`src/rtl/mem_port_arbiter_pkg.sv`:
```
// mem_port_arbiter_pkg: response tag type and default parameters shared by the arbiter slice
package mem_port_arbiter_pkg;
  localparam int DEF_ADDR_W = 32;
  localparam int DEF_DATA_W = 32;
  localparam int DEF_MEM_LAT = 1;
  localparam int DEF_STARVE_MAX = 4;
  typedef enum logic [1:0] {TAG_NONE, TAG_IF, TAG_D} tag_e;
endpackage

```
`src/rtl/mem_port_arbiter_if.sv`:
```
// mem_port_arbiter_if: fetch port, data port and unified memory bus around the arbiter
interface mem_port_arbiter_if import mem_port_arbiter_pkg::*; #(
  parameter int ADDR_W = DEF_ADDR_W,
  parameter int DATA_W = DEF_DATA_W
);
  logic              if_req;
  logic [ADDR_W-1:0] if_addr;
  logic              if_flush;
  logic              if_stall;
  logic              if_valid;
  logic [DATA_W-1:0] if_rdata;
  logic              d_req;
  logic              d_we;
  logic [ADDR_W-1:0] d_addr;
  logic [DATA_W-1:0] d_wdata;
  logic              d_stall;
  logic              d_valid;
  logic [DATA_W-1:0] d_rdata;
  logic              mem_en;
  logic              mem_we;
  logic [ADDR_W-1:0] mem_addr;
  logic [DATA_W-1:0] mem_wdata;
  logic [DATA_W-1:0] mem_rdata;
  modport master (
    output if_req, if_addr, if_flush, d_req, d_we, d_addr, d_wdata, mem_rdata,
    input  if_stall, if_valid, if_rdata, d_stall, d_valid, d_rdata, mem_en, mem_we, mem_addr, mem_wdata
  );
  modport slave (
    input  if_req, if_addr, if_flush, d_req, d_we, d_addr, d_wdata, mem_rdata,
    output if_stall, if_valid, if_rdata, d_stall, d_valid, d_rdata, mem_en, mem_we, mem_addr, mem_wdata
  );
endinterface

```
`src/rtl/mem_port_arbiter_tag_pipe.sv`:
```
// arb_tag_pipe: in-flight response tags; a flush kills every fetch tag still travelling
module arb_tag_pipe import mem_port_arbiter_pkg::*; #(
  parameter int DEPTH = DEF_MEM_LAT
) (
  input  logic clk,
  input  logic clr,
  input  logic flush,
  input  tag_e in_tag,
  output tag_e tail
);
  tag_e pipe [DEPTH];
  tag_e nxt [DEPTH];
  always_comb begin
    nxt[0] = in_tag;
    for (int i = 1; i < DEPTH; i++) nxt[i] = (flush && pipe[i-1] == TAG_IF) ? TAG_NONE : pipe[i-1];
  end
  always_ff @(posedge clk)
    for (int i = 0; i < DEPTH; i++) pipe[i] <= clr ? TAG_NONE : nxt[i];
  assign tail = pipe[DEPTH-1];
endmodule

```
`src/rtl/mem_port_arbiter.sv`:
```
// mem_port_arbiter: one-access-per-cycle fetch/data arbiter with starvation guard and tagged returns
module mem_port_arbiter import mem_port_arbiter_pkg::*; #(
  parameter int ADDR_W = DEF_ADDR_W,
  parameter int DATA_W = DEF_DATA_W,
  parameter int MEM_LAT = DEF_MEM_LAT,
  parameter int STARVE_MAX = DEF_STARVE_MAX
) (
  input logic clk,
  input logic reset,
  mem_port_arbiter_if.slave bus
);
  localparam int SW = $clog2(STARVE_MAX + 1);
  logic [SW-1:0] starve_cnt;
  logic eff_if, eff_d, starved, fetch_grant, data_grant;
  tag_e in_tag, tail;
  always_comb begin
    eff_if = bus.if_req & ~bus.if_flush & ~reset;
    eff_d = bus.d_req & ~reset;
    starved = starve_cnt == SW'(STARVE_MAX);
    fetch_grant = eff_if & (~eff_d | starved);
    data_grant = eff_d & ~fetch_grant;
    in_tag = fetch_grant ? TAG_IF : (data_grant & ~bus.d_we) ? TAG_D : TAG_NONE;
  end
  // a flushed fetch neither clears nor advances the count: it is simply not competing
  always_ff @(posedge clk)
    if (reset || fetch_grant || !bus.if_req) starve_cnt <= '0;
    else if (eff_if && data_grant && !starved) starve_cnt <= starve_cnt + SW'(1);
  arb_tag_pipe #(.DEPTH(MEM_LAT)) u_tags (
    .clk(clk),
    .clr(reset),
    .flush(bus.if_flush),
    .in_tag(in_tag),
    .tail(tail)
  );
  assign bus.mem_en = fetch_grant | data_grant;
  assign bus.mem_we = data_grant & bus.d_we;
  assign bus.mem_addr = fetch_grant ? bus.if_addr : bus.d_addr;
  assign bus.mem_wdata = data_grant ? bus.d_wdata : '0;
  assign bus.if_stall = bus.if_req & ~fetch_grant;
  assign bus.d_stall = bus.d_req & ~data_grant;
  assign bus.if_valid = (tail == TAG_IF) & ~reset;
  assign bus.d_valid = (tail == TAG_D) & ~reset;
  assign bus.if_rdata = bus.mem_rdata;
  assign bus.d_rdata = bus.mem_rdata;
endmodule

```
`src/flat_wrapper.sv`:
```
// flat-port wrapper written by rule: the top's interface ports become plain ports
module mem_port_arbiter_flat import mem_port_arbiter_pkg::*;
#(
  parameter int ADDR_W = DEF_ADDR_W,
  parameter int DATA_W = DEF_DATA_W,
  parameter int MEM_LAT = DEF_MEM_LAT,
  parameter int STARVE_MAX = DEF_STARVE_MAX
)
  (clk, reset, bus_if_req, bus_if_addr, bus_if_flush, bus_d_req, bus_d_we, bus_d_addr, bus_d_wdata, bus_mem_rdata, bus_if_stall, bus_if_valid, bus_if_rdata, bus_d_stall, bus_d_valid, bus_d_rdata, bus_mem_en, bus_mem_we, bus_mem_addr, bus_mem_wdata);
  mem_port_arbiter_if #(.ADDR_W(ADDR_W), .DATA_W(DATA_W)) bus_i ();
  input logic clk;
  input logic reset;
  input wire logic [$bits(bus_i.if_req)-1:0] bus_if_req;
  input wire logic [$bits(bus_i.if_addr)-1:0] bus_if_addr;
  input wire logic [$bits(bus_i.if_flush)-1:0] bus_if_flush;
  input wire logic [$bits(bus_i.d_req)-1:0] bus_d_req;
  input wire logic [$bits(bus_i.d_we)-1:0] bus_d_we;
  input wire logic [$bits(bus_i.d_addr)-1:0] bus_d_addr;
  input wire logic [$bits(bus_i.d_wdata)-1:0] bus_d_wdata;
  input wire logic [$bits(bus_i.mem_rdata)-1:0] bus_mem_rdata;
  output wire logic [$bits(bus_i.if_stall)-1:0] bus_if_stall;
  output wire logic [$bits(bus_i.if_valid)-1:0] bus_if_valid;
  output wire logic [$bits(bus_i.if_rdata)-1:0] bus_if_rdata;
  output wire logic [$bits(bus_i.d_stall)-1:0] bus_d_stall;
  output wire logic [$bits(bus_i.d_valid)-1:0] bus_d_valid;
  output wire logic [$bits(bus_i.d_rdata)-1:0] bus_d_rdata;
  output wire logic [$bits(bus_i.mem_en)-1:0] bus_mem_en;
  output wire logic [$bits(bus_i.mem_we)-1:0] bus_mem_we;
  output wire logic [$bits(bus_i.mem_addr)-1:0] bus_mem_addr;
  output wire logic [$bits(bus_i.mem_wdata)-1:0] bus_mem_wdata;
  assign bus_i.if_req = bus_if_req;
  assign bus_i.if_addr = bus_if_addr;
  assign bus_i.if_flush = bus_if_flush;
  assign bus_i.d_req = bus_d_req;
  assign bus_i.d_we = bus_d_we;
  assign bus_i.d_addr = bus_d_addr;
  assign bus_i.d_wdata = bus_d_wdata;
  assign bus_i.mem_rdata = bus_mem_rdata;
  assign bus_if_stall = bus_i.if_stall;
  assign bus_if_valid = bus_i.if_valid;
  assign bus_if_rdata = bus_i.if_rdata;
  assign bus_d_stall = bus_i.d_stall;
  assign bus_d_valid = bus_i.d_valid;
  assign bus_d_rdata = bus_i.d_rdata;
  assign bus_mem_en = bus_i.mem_en;
  assign bus_mem_we = bus_i.mem_we;
  assign bus_mem_addr = bus_i.mem_addr;
  assign bus_mem_wdata = bus_i.mem_wdata;
  mem_port_arbiter #(.ADDR_W(ADDR_W), .DATA_W(DATA_W), .MEM_LAT(MEM_LAT), .STARVE_MAX(STARVE_MAX)) u_core (.clk(clk), .reset(reset), .bus(bus_i));
endmodule
```
`config.mk`:
```
export PLATFORM = sky130hd
export DESIGN_NAME = mem_port_arbiter_flat
export DESIGN_NICKNAME = d
export VERILOG_FILES = /design/src/rtl/mem_port_arbiter_pkg.sv /design/src/rtl/mem_port_arbiter_if.sv /design/src/rtl/mem_port_arbiter_tag_pipe.sv /design/src/rtl/mem_port_arbiter.sv /design/src/flat_wrapper.sv
export SDC_FILE = /design/constraint.sdc
export NUM_CORES = 1
export LEC_CHECK = 0
export CAP_MARGIN = 40
export CORE_AREA = 4 4 102 104
export CTS_BUF_LIST = sky130_fd_sc_hd__clkbuf_16
export CTS_CLUSTER_DIAMETER = 60
export CTS_CLUSTER_SIZE = 20
export DETAILED_ROUTE_END_ITERATION = 10
export DIE_AREA = 0 0 106 108
export PLACE_DENSITY = 0.68
export SLEW_MARGIN = 20
export SYNTH_ARGS = -nofsm -noshare
export SYNTH_HDL_FRONTEND = slang
export SYNTH_SLANG_ARGS = --single-unit
```
`constraint.sdc`:
```
create_clock -name clk -period 2.1 [get_ports clk]
set_input_delay 0.21 -clock clk [delete_from_list [all_inputs] [get_ports clk]]
set_output_delay 0.21 -clock clk [all_outputs]
set_load 0.01 [all_outputs]
```
# Word-level counts from Yosys, hierarchy flattened
# Memory sizes are Yosys's and may differ from the RTL's.
# Index checks and enable logic that the tools add are counted.
[totals]
ff_bits = 3
ramBits = 2
in_bits = 134
output_inout_bits = 134
word_cells = 36
mem_count = 1
[classes]
n_addsub = 1
n_eq_ne = 3
muxes = 5
n_bitwise = 19
reduce_logical = 6
[memory_table]
columns = ["memory", "depth", "word_bits", "read_ports", "rd_clocked_by_memory_dff", "wr", "line", "text"]
rows = [
  ["u_core.u_tags.pipe", 1, 2, 1, 0, 1, "mem_port_arbiter_tag_pipe.sv:11", "tag_e pipe [DEPTH];"],
]
[ops]
columns = ["operator", "n"]
rows = [
  ["two-way mux 32 bit", 2],
  ["AND 1 bit", 11],
  ["two-way mux 2 bit", 3],
  ["NOT 1 bit", 6],
  ["adder 3 x 1 -> 3 bit, second input constant", 1],
  ["== test 3 bit, second input constant", 1],
  ["== test 2 x 1 -> 1 bit, second input constant", 1],
  ["== test 2 bit, second input constant", 1],
  ["logical AND 1 bit", 2],
  ["zero test 1 bit", 2],
  ["logical OR 1 bit", 2],
  ["bitwise OR 1 bit", 2],
]

# Logic depth before layout (Yosys ltp)
# Gate-level depths: netlist of the first run.
[logic_depth]
depth_word = 11
ltp_mapped = 7
mapped_depth_nobuf = 5

# Cells and area by module
# From an unflattened synthesis of the first run, not the netlist that was laid out.
[unflattened]
cells_unflattened = 173
area_unflattened_um2 = 1540.2
[by_module_without_submodules]
columns = ["mod", "n_inst", "cells_each", "area_per_inst_um2", "seq_area_each_um2"]
rows = [
  ["mem_port_arbiter", 1, 169, 1487.7, 60.1],
  ["arb_tag_pipe", 1, 4, 52.6, 40.0],
]

# Least setup slack after synthesis of the first run
# OpenSTA, ideal clock, no wires.
[synth_timing]
kind = "reg-to-output"
from = "register u_core.starve_cnt[0]"
to = "output bus_mem_addr[22]"
t_arrival_ns = 1.626
t_required_ns = 1.890
setup_slack_ns = 0.264
path_stages_with_launch = 8
path_buffers = 2
path_cell_list = "dfxtp_1 > inv_1 > ha_1 > a21boi_1 > or3_1 > buf_2 > buf_6 > mux2_1"
[synth_between]
elab_chain_cells = 4
[synth_lines]
columns = ["item", "line", "text"]
rows = [
  ["start, declared", "mem_port_arbiter.sv:13", "logic [SW-1:0] starve_cnt;"],
  ["start signal, assigned", "mem_port_arbiter.sv:27", "else if (eff_if && data_grant && !starved) starve_cnt <= starve_cnt + SW'(1);"],
  ["== test 3 bit", "mem_port_arbiter.sv:19", "starved = starve_cnt == SW'(STARVE_MAX);"],
  ["bitwise OR 1 bit", "mem_port_arbiter.sv:20", "fetch_grant = eff_if & (~eff_d | starved);"],
  ["AND 1 bit", "mem_port_arbiter.sv:20", ""],
  ["two-way mux 32 bit", "mem_port_arbiter.sv:37", "assign bus.mem_addr = fetch_grant ? bus.if_addr : bus.d_addr;"],
  ["end, declared", "flat_wrapper.sv:29", "output wire logic [$bits(bus_i.mem_addr)-1:0] bus_mem_addr;"],
]
# Every way passes these cells.

# Worst setup path in the final report of the first run
[layout_timing]
from = "register u_core.starve_cnt[1]"
to = "output bus_mem_addr[15]"
# Same word-level chain as after synthesis.

==> key figures, run 1 <==
Run status
  • Status: complete, but fails checks
  • Violated checks: negative setup slack

Floorplan
  • Core footprint: 0.009549 mm^2
  • Initial Util: 14.48%
  • Ports: between 200 and 300
  • Die extent in y: 108 um
  • Row count: 36
  • Die X: ~110 um
  • DIE AREA: 0.01145 mm^2

Flow run
  • Max cap viols: 0

Layout
  • Share of layout cells above drive strength 1: 35.81%
  • Synth-to-Final Area Change: 126.7%
  • Layout Nets: 433
  • Diodes inserted: 0
  • Most frequent cells in the layout: 100 x clkdlybuf4s50_1, 31 x and2_1, 26 x buf_6
  • Fillers: 1016
  • Commonest non-fill, non-tap cell in the layout: clkdlybuf4s50_1

Timing
  • Fmax: roughly 0.47 GHz
  • Slew margin rel.: between 80% and 90%
  • Tmin final: 2.150 ns
  • Crit share post-route: 102.4%
  • Final hold vios: 0
  • Worst slew pin tran: 0.2519 ns
  • Slew Limit Fails: 0
  • Worst setup margin: -0.04962 ns
  • RSZ-0062 raised after global routing: yes
  • Final Skew: between 0.0015 and 0.002 ns
  • # setup viols final: 8

Detailed routing
  • Via count: ~1.6k
  • Starting DRC count in detailed routing: 14
  • Vias per cell: 3.690
  • Final ANT Viol Nets: 0
  • Drt pass-1 iters: 4
  • Total wire length: roughly 6500 um
  • DR WL/cell: 15.24 um
  • DRC viols: 0

Synth
  • Mapped Cells: 170
  • Post-Synthesis Cell Area: around 0.0014 mm^2
  • Yosys reg bits: 5
  • Area leader, netlist: buf_4
  • Syn Nets: 306
  • Synth unique cells: 24
  • Synth top area cells: buf_4 35%, mux2_2 24%, and2_1 14%, dfxtp_1 7.2%, buf_6 2.4%
  • Synth Warn #: 0
  • Sequential-to-total area share from yosys stat: 7.240%
  • Syn_area_per_cell: between 8 and 9 um^2
  • Post-synth top area share: 34.75%

Critical path
  • Critical path's largest stage delay: 0.44 ns
  • Crit. End Element: primary output
  • Critical path type: register to primary output
  • CP delay by family, top: buffers and inverters
  • CP Buf/Inv Count: 4
  • Worst path arrival time: 1.94 ns
  • Max FO, Critical Path: 6
  • CP startpoint kind: register
  • Crit path max-delay cell type: or3_4
  • Req. time, crit path: 1.89 ns
  • Ordered list of cells on the worst path: inv_2, ha_4, a21boi_4, or3_4, buf_16, buf_12, mux2_2, buf_2

GRT
  • Pin count of the biggest net entering global routing: 19
  • Number of global-route vias before repair: 1814
  • GR Util met3: 4.776%
  • Tot GR Track Use: 10.47%
  • Initial antenna violation count: 0
  • M2 GR Usage: 18.72%
  • Busiest grt layer: met2
  • Total gr overflow: 0
  • First-pass GRT wire length: around 9400 um
  • Met1 Track Usage GR: 11.36%

Place
  • PortBufs: 171
  • Setup Slack @ Placement: -0.4795 ns
  • Routability congestion estimate: 0.7416
  • Hpwl dp: slightly above 5000 um

Power and ir drop
  • P_leak: 1.374 nW
  • Int Power: a little under 0.7 mW
  • Sw Share: 24.14%
  • Psw: around 0.22 mW
  • Clock share of power: around a third
  • Worst vdd ir: 0.0002011 V
  • Sequential Power Share: between 10% and 20%
  • Pwr Total: 0.9086 mW
  • Comb pwr share: 55.0%
  • Power Density: 289.9 mW/mm^2

Clock network
  • Reg clk slew, reported paths: 0.03 ns
  • CTS H-tree lvls: 1
  • Clock root buffer: clkbuf_16
  • CTS max path bufs: 2
  • # clock sinks: 5
  • Worst skew pair latency: approximately 0.23 ns
  • Hold buffer count at CTS: 0
  • CTS tree: yes
  • CTS Buf Count: 3

Min path
  • Worst Hold Class: input pin to primary output
## through the flow
step                      hold WS, ns  cells  utilization [%]  area [um^2]  setup TNS, ns
after floorplan                0.2816    170                -         1383              0
after global placement         0.4201    414            29.87         2853         -18.63
after detailed placement       0.4201    414            29.87         2853         -22.34
after CTS                      0.4201    429            31.58         3015        -0.4943
after global routing           0.4200    429            32.82         3134         -1.043
final                          0.4200    429            32.82         3134        -0.3696
## area by class of cell
| class | instances | area, um^2 | area share [%] |
|---|---|---|---|
| Sequential cell | 5 | 102.6 | 3.273 |
| Multi-Input combinational cell | 90 | 807.0 | 25.75 |
| Inverter | 4 | 15.01 | 0.4790 |
| Clock inverter | 1 | 3.754 | 0.1198 |
| Tap cell | 133 | 166.4 | 5.309 |
| Timing Repair Buffer | 193 | 1964 | 62.67 |
| Clock buffer | 3 | 75.07 | 2.395 |
## cells by family after synthesis
family / share of synthesized area (%)
adder cells (fa/ha/maj): 1.810
AO/OA/AOI/OAI: 2.625
AND/OR/NAND/NOR: 22.62
flip-flops: 7.240
buffers and inverters: 39.64
multiplexers: 26.06
## worst paths after layout
path,startpoint,endpoint,slack (ns),depth (start not counted)
min reg2reg,u_core.starve_cnt[1],u_core.starve_cnt[1],0.58,3
max reg2reg,u_core.starve_cnt[1],u_core.u_tags.pipe[0][0],0.70,7
max,u_core.starve_cnt[1],bus_mem_addr[15],-0.05,8
min,bus_mem_rdata[10],bus_d_rdata[10],0.42,0
## worst register-to-register path, stage by stage (launching register included)
cell and delay [ns]:
dfxtp_2 0.31, inv_2 0.06, ha_4 0.15, a21boi_4 0.06, or3_4 0.44, buf_16 0.18
buf_12 0.12, inv_1 0.04
## power by group through the flow
stage,combinational (mW),sequential [mW],clock [mW]
detailed placement,0.482,0.0998,0
floorplan,0.251,0.0999,0
global route,0.533,0.0989,0.327
finish,0.500,0.0986,0.310
CTS,0.474,0.0986,0.316
global placement,0.480,0.0997,0
## flip-flops by register name, summed over array words and instances, names as in the netlist
register            count
u_core.starve_cnt       3
u_core.u_tags.pipe      2
## synth_stat cells
master and count:
or3_1 1, buf_4 64, a21boi_1 1, nor2b_2 1, and4bb_2 1, a311oi_1 1, clkbuf_1 1, dfxtp_1 5
nor2_1 4, buf_2 1, nand2b_1 1, and2_1 31, inv_1 4, mux2_2 29, nand2_1 3, buf_6 3
nor2b_1 1, and2_2 3, a21oi_1 4, mux2_1 3, ha_1 2, clkbuf_2 2, nand3b_1 2, nor3b_1 2
## metal layers
metal / wire, um / up-vias
li1: - / 738
met1: 2410 / 707
met2: 3202 / 119
met3: 770 / 19
met4: 156 / 0
met5: 0 / -
## timing repair
item | 4_1_cts | 5_1_grt
gates cloned | 5 | 0
endpoints found under the setup margin | 67 | 47
gates resized for setup | 195 | 50
setup buffers | 6 | 2
pin swaps | 4 | 0
Power figures use the tool's default switching activity.
==> run 2: changes to the inputs <==
--- a/config.mk
+++ b/config.mk
@@ -12,7 +12,6 @@
 export CTS_CLUSTER_SIZE = 20
 export DETAILED_ROUTE_END_ITERATION = 10
 export DIE_AREA = 0 0 106 108
-export PLACE_DENSITY = 0.68
 export SLEW_MARGIN = 20
 export SYNTH_ARGS = -nofsm -noshare
 export SYNTH_HDL_FRONTEND = slang
==> run 2 against run 1 <==
The run still ends with negative setup slack left. First-iteration DRC count grew 29%. Maximum frequency grew 0.11%. Die area did not move. Setup slack better by 0.0023 ns. Combinational power decreased by 3%. Register-to-register slack worse by 0.09 ns. Sequential power is essentially flat. Critical endpoint is now bus_mem_addr[14]. Largest power group unchanged.
==> key figures, run 2 (synthesis gave the netlist of run 1 again) <==
Critical path
  • CP startpoint kind: register
  • Reg2reg start: u_core.starve_cnt[0]
  • Critical Path Source: u_core.starve_cnt[0]
  • Crit. End Element: primary output
  • Max FO, Critical Path: 7 (+1)
  • Worst path arrival time: 1.94 ns (about the same)
  • Critical path type: register to primary output
  • Req. time, crit path: 1.89 ns (about the same)

Detailed routing
  • Total wire length: 6538 um (about the same)
  • Via count: 1583 (unchanged)
  • Starting DRC count in detailed routing: 18 (+4)
  • Drt pass-1 iters: 2 (-2)
  • Routed met1 length: 2108 um (-13%)
  • DR WL/cell: 15.17 um (-0.48%)
  • DR top layer: met4
  • Routed wl met3: 876 um (+14%)
  • Final ANT Viol Nets: 0 (unchanged)
  • DRC viols: 0 (unchanged)
  • Metal2 WL: 3379 um (+5.5%)
  • Vias per cell: 3.673 (-0.46%)

Layout
  • Largest Register: u_core.starve_cnt
  • Max FFs per register: 3 (unchanged)
  • Most frequent cells in the layout: 102 x clkdlybuf4s50_1, 28 x clkbuf_2, 27 x and2_1
  • Share of layout cells above drive strength 1: 47.99% (+12 points)
  • Commonest non-fill, non-tap cell in the layout: clkdlybuf4s50_1
  • Diodes inserted: 0 (unchanged)
  • Layout Nets: 435 (+0.46%)
  • Synth-to-Final Area Change: 115.7%
  • Top flop regs: u_core.starve_cnt: 3 flops, u_core.u_tags.pipe: 2 flops

Run status
  • Violated checks: negative setup slack
  • Status: complete, but fails checks

Power and ir drop
  • Comb pwr share: 54.6% (-0.4 points)
  • Power Density: 298.9 mW/mm^2 (+3.1%)
  • Psw: 0.2134 mW (-2.7%)
  • Sequential Power Share: 11.1% (+0.2 points)
  • Clock share of power: 34.4% (+0.3 points)
  • Sw Share: 23.95% (-0.18 points)
  • Int Power: 0.6776 mW (-1.7%)
  • Worst vdd ir: 0.0002519 V (+25%)
  • P_leak: 1.344 nW (-2.2%)

Clock network
  • CTS tree: yes
  • Worst skew pair latency: 0.22 ns (about the same)
  • # clock sinks: 5 (unchanged)
  • CTS max path bufs: 2 (unchanged)
  • CTS Buf Count: 3 (unchanged)
  • CTS H-tree lvls: 1 (unchanged)
  • Reg clk slew, reported paths: 0.03 ns (about the same)
  • Clock root buffer: clkbuf_16

Timing
  • Final Skew: 0.002158 ns (+0.0005998 ns)
  • Slew margin rel.: 79.51% (-3.7 points)
  • Worst slew pin tran: 0.3067 ns (+0.05480 ns)
  • Worst setup margin: -0.04729 ns (+0.002332 ns)
  • Hold Slack: 0.4200 ns (-0.000001000 ns)
  • # setup viols final: 19 (+11)
  • Fmax: 0.4657 GHz (+0.11%)
  • RSZ-0062 raised after global routing: yes
  • Fin Setup TNS: -0.4376 ns (-0.06794 ns)
  • Crit share post-route: 102.3% (-0.11 points)
  • Slew Limit Fails: 0 (unchanged)
  • Tmin final: 2.147 ns (-0.002333 ns)
  • Final hold vios: 0 (unchanged)

GRT
  • Tot GR Track Use: 10.40% (-0.073 points)
  • Initial antenna violation count: 0 (unchanged)
  • Pin count of the biggest net entering global routing: 19 (unchanged)
  • First-pass GRT wire length: 9349 um (-0.51%)
  • Total gr overflow: 0 (unchanged)
  • Number of global-route vias before repair: 1802 (-0.66%)

Floorplan
  • Row count: 36 (unchanged)
  • Die extent in y: 108 um (unchanged)
  • DIE AREA: 0.01145 mm^2 (unchanged)
  • Initial Util: 14.48% (unchanged)
  • Core footprint: 0.009549 mm^2 (unchanged)
  • Die X: 106 um (unchanged)
  • Ports: 268 (unchanged)

Flow run
  • Max cap viols: 0 (unchanged)

Min path
  • Hold path startpoint: bus_mem_rdata[19]
  • Worst Hold Class: input pin to primary output

Place
  • Hpwl dp: 5187 um (+0.55%)
  • Routability congestion estimate: 0.7189 (-3.1%)
  • PortBufs: 171 (unchanged)
[run 2: changes by cell type in the layout (fill, tap and decap cells not counted), moves of 2 or more]
| cell | previous run | this run |
|---|---|---|
| buf_4 | 10 | 14 |
| and2_4 | 0 | 4 |
| and2_1 | 31 | 27 |
| clkdlybuf4s50_1 | 100 | 102 |
| dlygate4sd2_1 | 14 | 3 |
| clkbuf_2 | 4 | 28 |
| buf_2 | 9 | 17 |
| clkdlybuf4s15_1 | 21 | 0 |
| buf_6 | 26 | 23 |
[run 2: worst max-delay path, cell delays in order, from the launching register on]
cell and delay, ns:
dfxtp_2 0.31, inv_2 0.06, ha_4 0.14, a21boi_4 0.05, or3_4 0.43, buf_12 0.16
buf_12 0.13, mux2_4 0.30, buf_6 0.12
[run 2: power by group through the flow]
stage | logic (mW) | clock network (mW) | registers [mW]
2_1_floorplan | 0.251 | 0 | 0.0999
3_3_place_gp | 0.479 | 0 | 0.0997
3_5_place_dp | 0.482 | 0 | 0.0998
4_1_cts | 0.488 | 0.311 | 0.0986
5_1_grt | 0.519 | 0.322 | 0.0988
6_report | 0.486 | 0.306 | 0.0987
[run 2: what timing repair did]
action,4_1_cts,5_1_grt
pin swaps,4,2
setup endpoints to repair,67,64
gates resized for setup,185,102
buffers inserted,7,3
hold buffers,0,0
endpoints found under the hold margin,0,0
cloned,4,0
[run 2: area by class of cell]
class / count / area (um^2)
well taps: 133 / 166.4
clock buffers: 3 / 75.07
flip-flops and latches: 5 / 102.6
inverters: 4 / 15.01
clock inverters: 1 / 3.754
multi-input cells: 90 / 820.8
repair buffers: 195 / 1798
fillers: 1030 / 6568
[run 2: layer usage]
| layer | vias to the layer above | global-route usage, % |
|---|---|---|
| li1 | 741 | - |
| met1 | 687 | 8.816 |
| met2 | 130 | 20.95 |
| met3 | 25 | 4.896 |
| met4 | 0 | 3.700 |
| met5 | - | 0 |
[run 2: through the flow]
stage	instances	setup slack [ns]	utilization (%)	instance area (um^2)	power [mW]
2_1_floorplan	170	0.2636	-	1383	0.3510
3_3_place_gp	415	-0.3474	29.95	2860	0.5787
3_5_place_dp	415	-0.3943	29.95	2860	0.5820
4_1_cts	430	-0.1287	32.68	3120	0.8975
5_1_grt	431	-0.09270	31.22	2982	0.9399
6_report	431	-0.04729	31.22	2982	0.8911
[run 2: final timing paths]
check | end | slack, ns | depth (start not counted)
max reg2reg | u_core.u_tags.pipe[0][1] | 0.61 | 8
max | bus_mem_addr[14] | -0.05 | 8
min reg2reg | u_core.starve_cnt[1] | 0.59 | 3
min | bus_d_rdata[19] | 0.42 | 0
==> run 3: changes to the inputs <==
--- a/config.mk
+++ b/config.mk
@@ -12,7 +12,7 @@
 export CTS_CLUSTER_SIZE = 20
 export DETAILED_ROUTE_END_ITERATION = 10
 export DIE_AREA = 0 0 106 108
-export SLEW_MARGIN = 20
+export SLEW_MARGIN = 10
 export SYNTH_ARGS = -nofsm -noshare
 export SYNTH_HDL_FRONTEND = slang
 export SYNTH_SLANG_ARGS = --single-unit
==> results of run 3 <==
Final layout, timing and power as in run 2 (identical DEF).
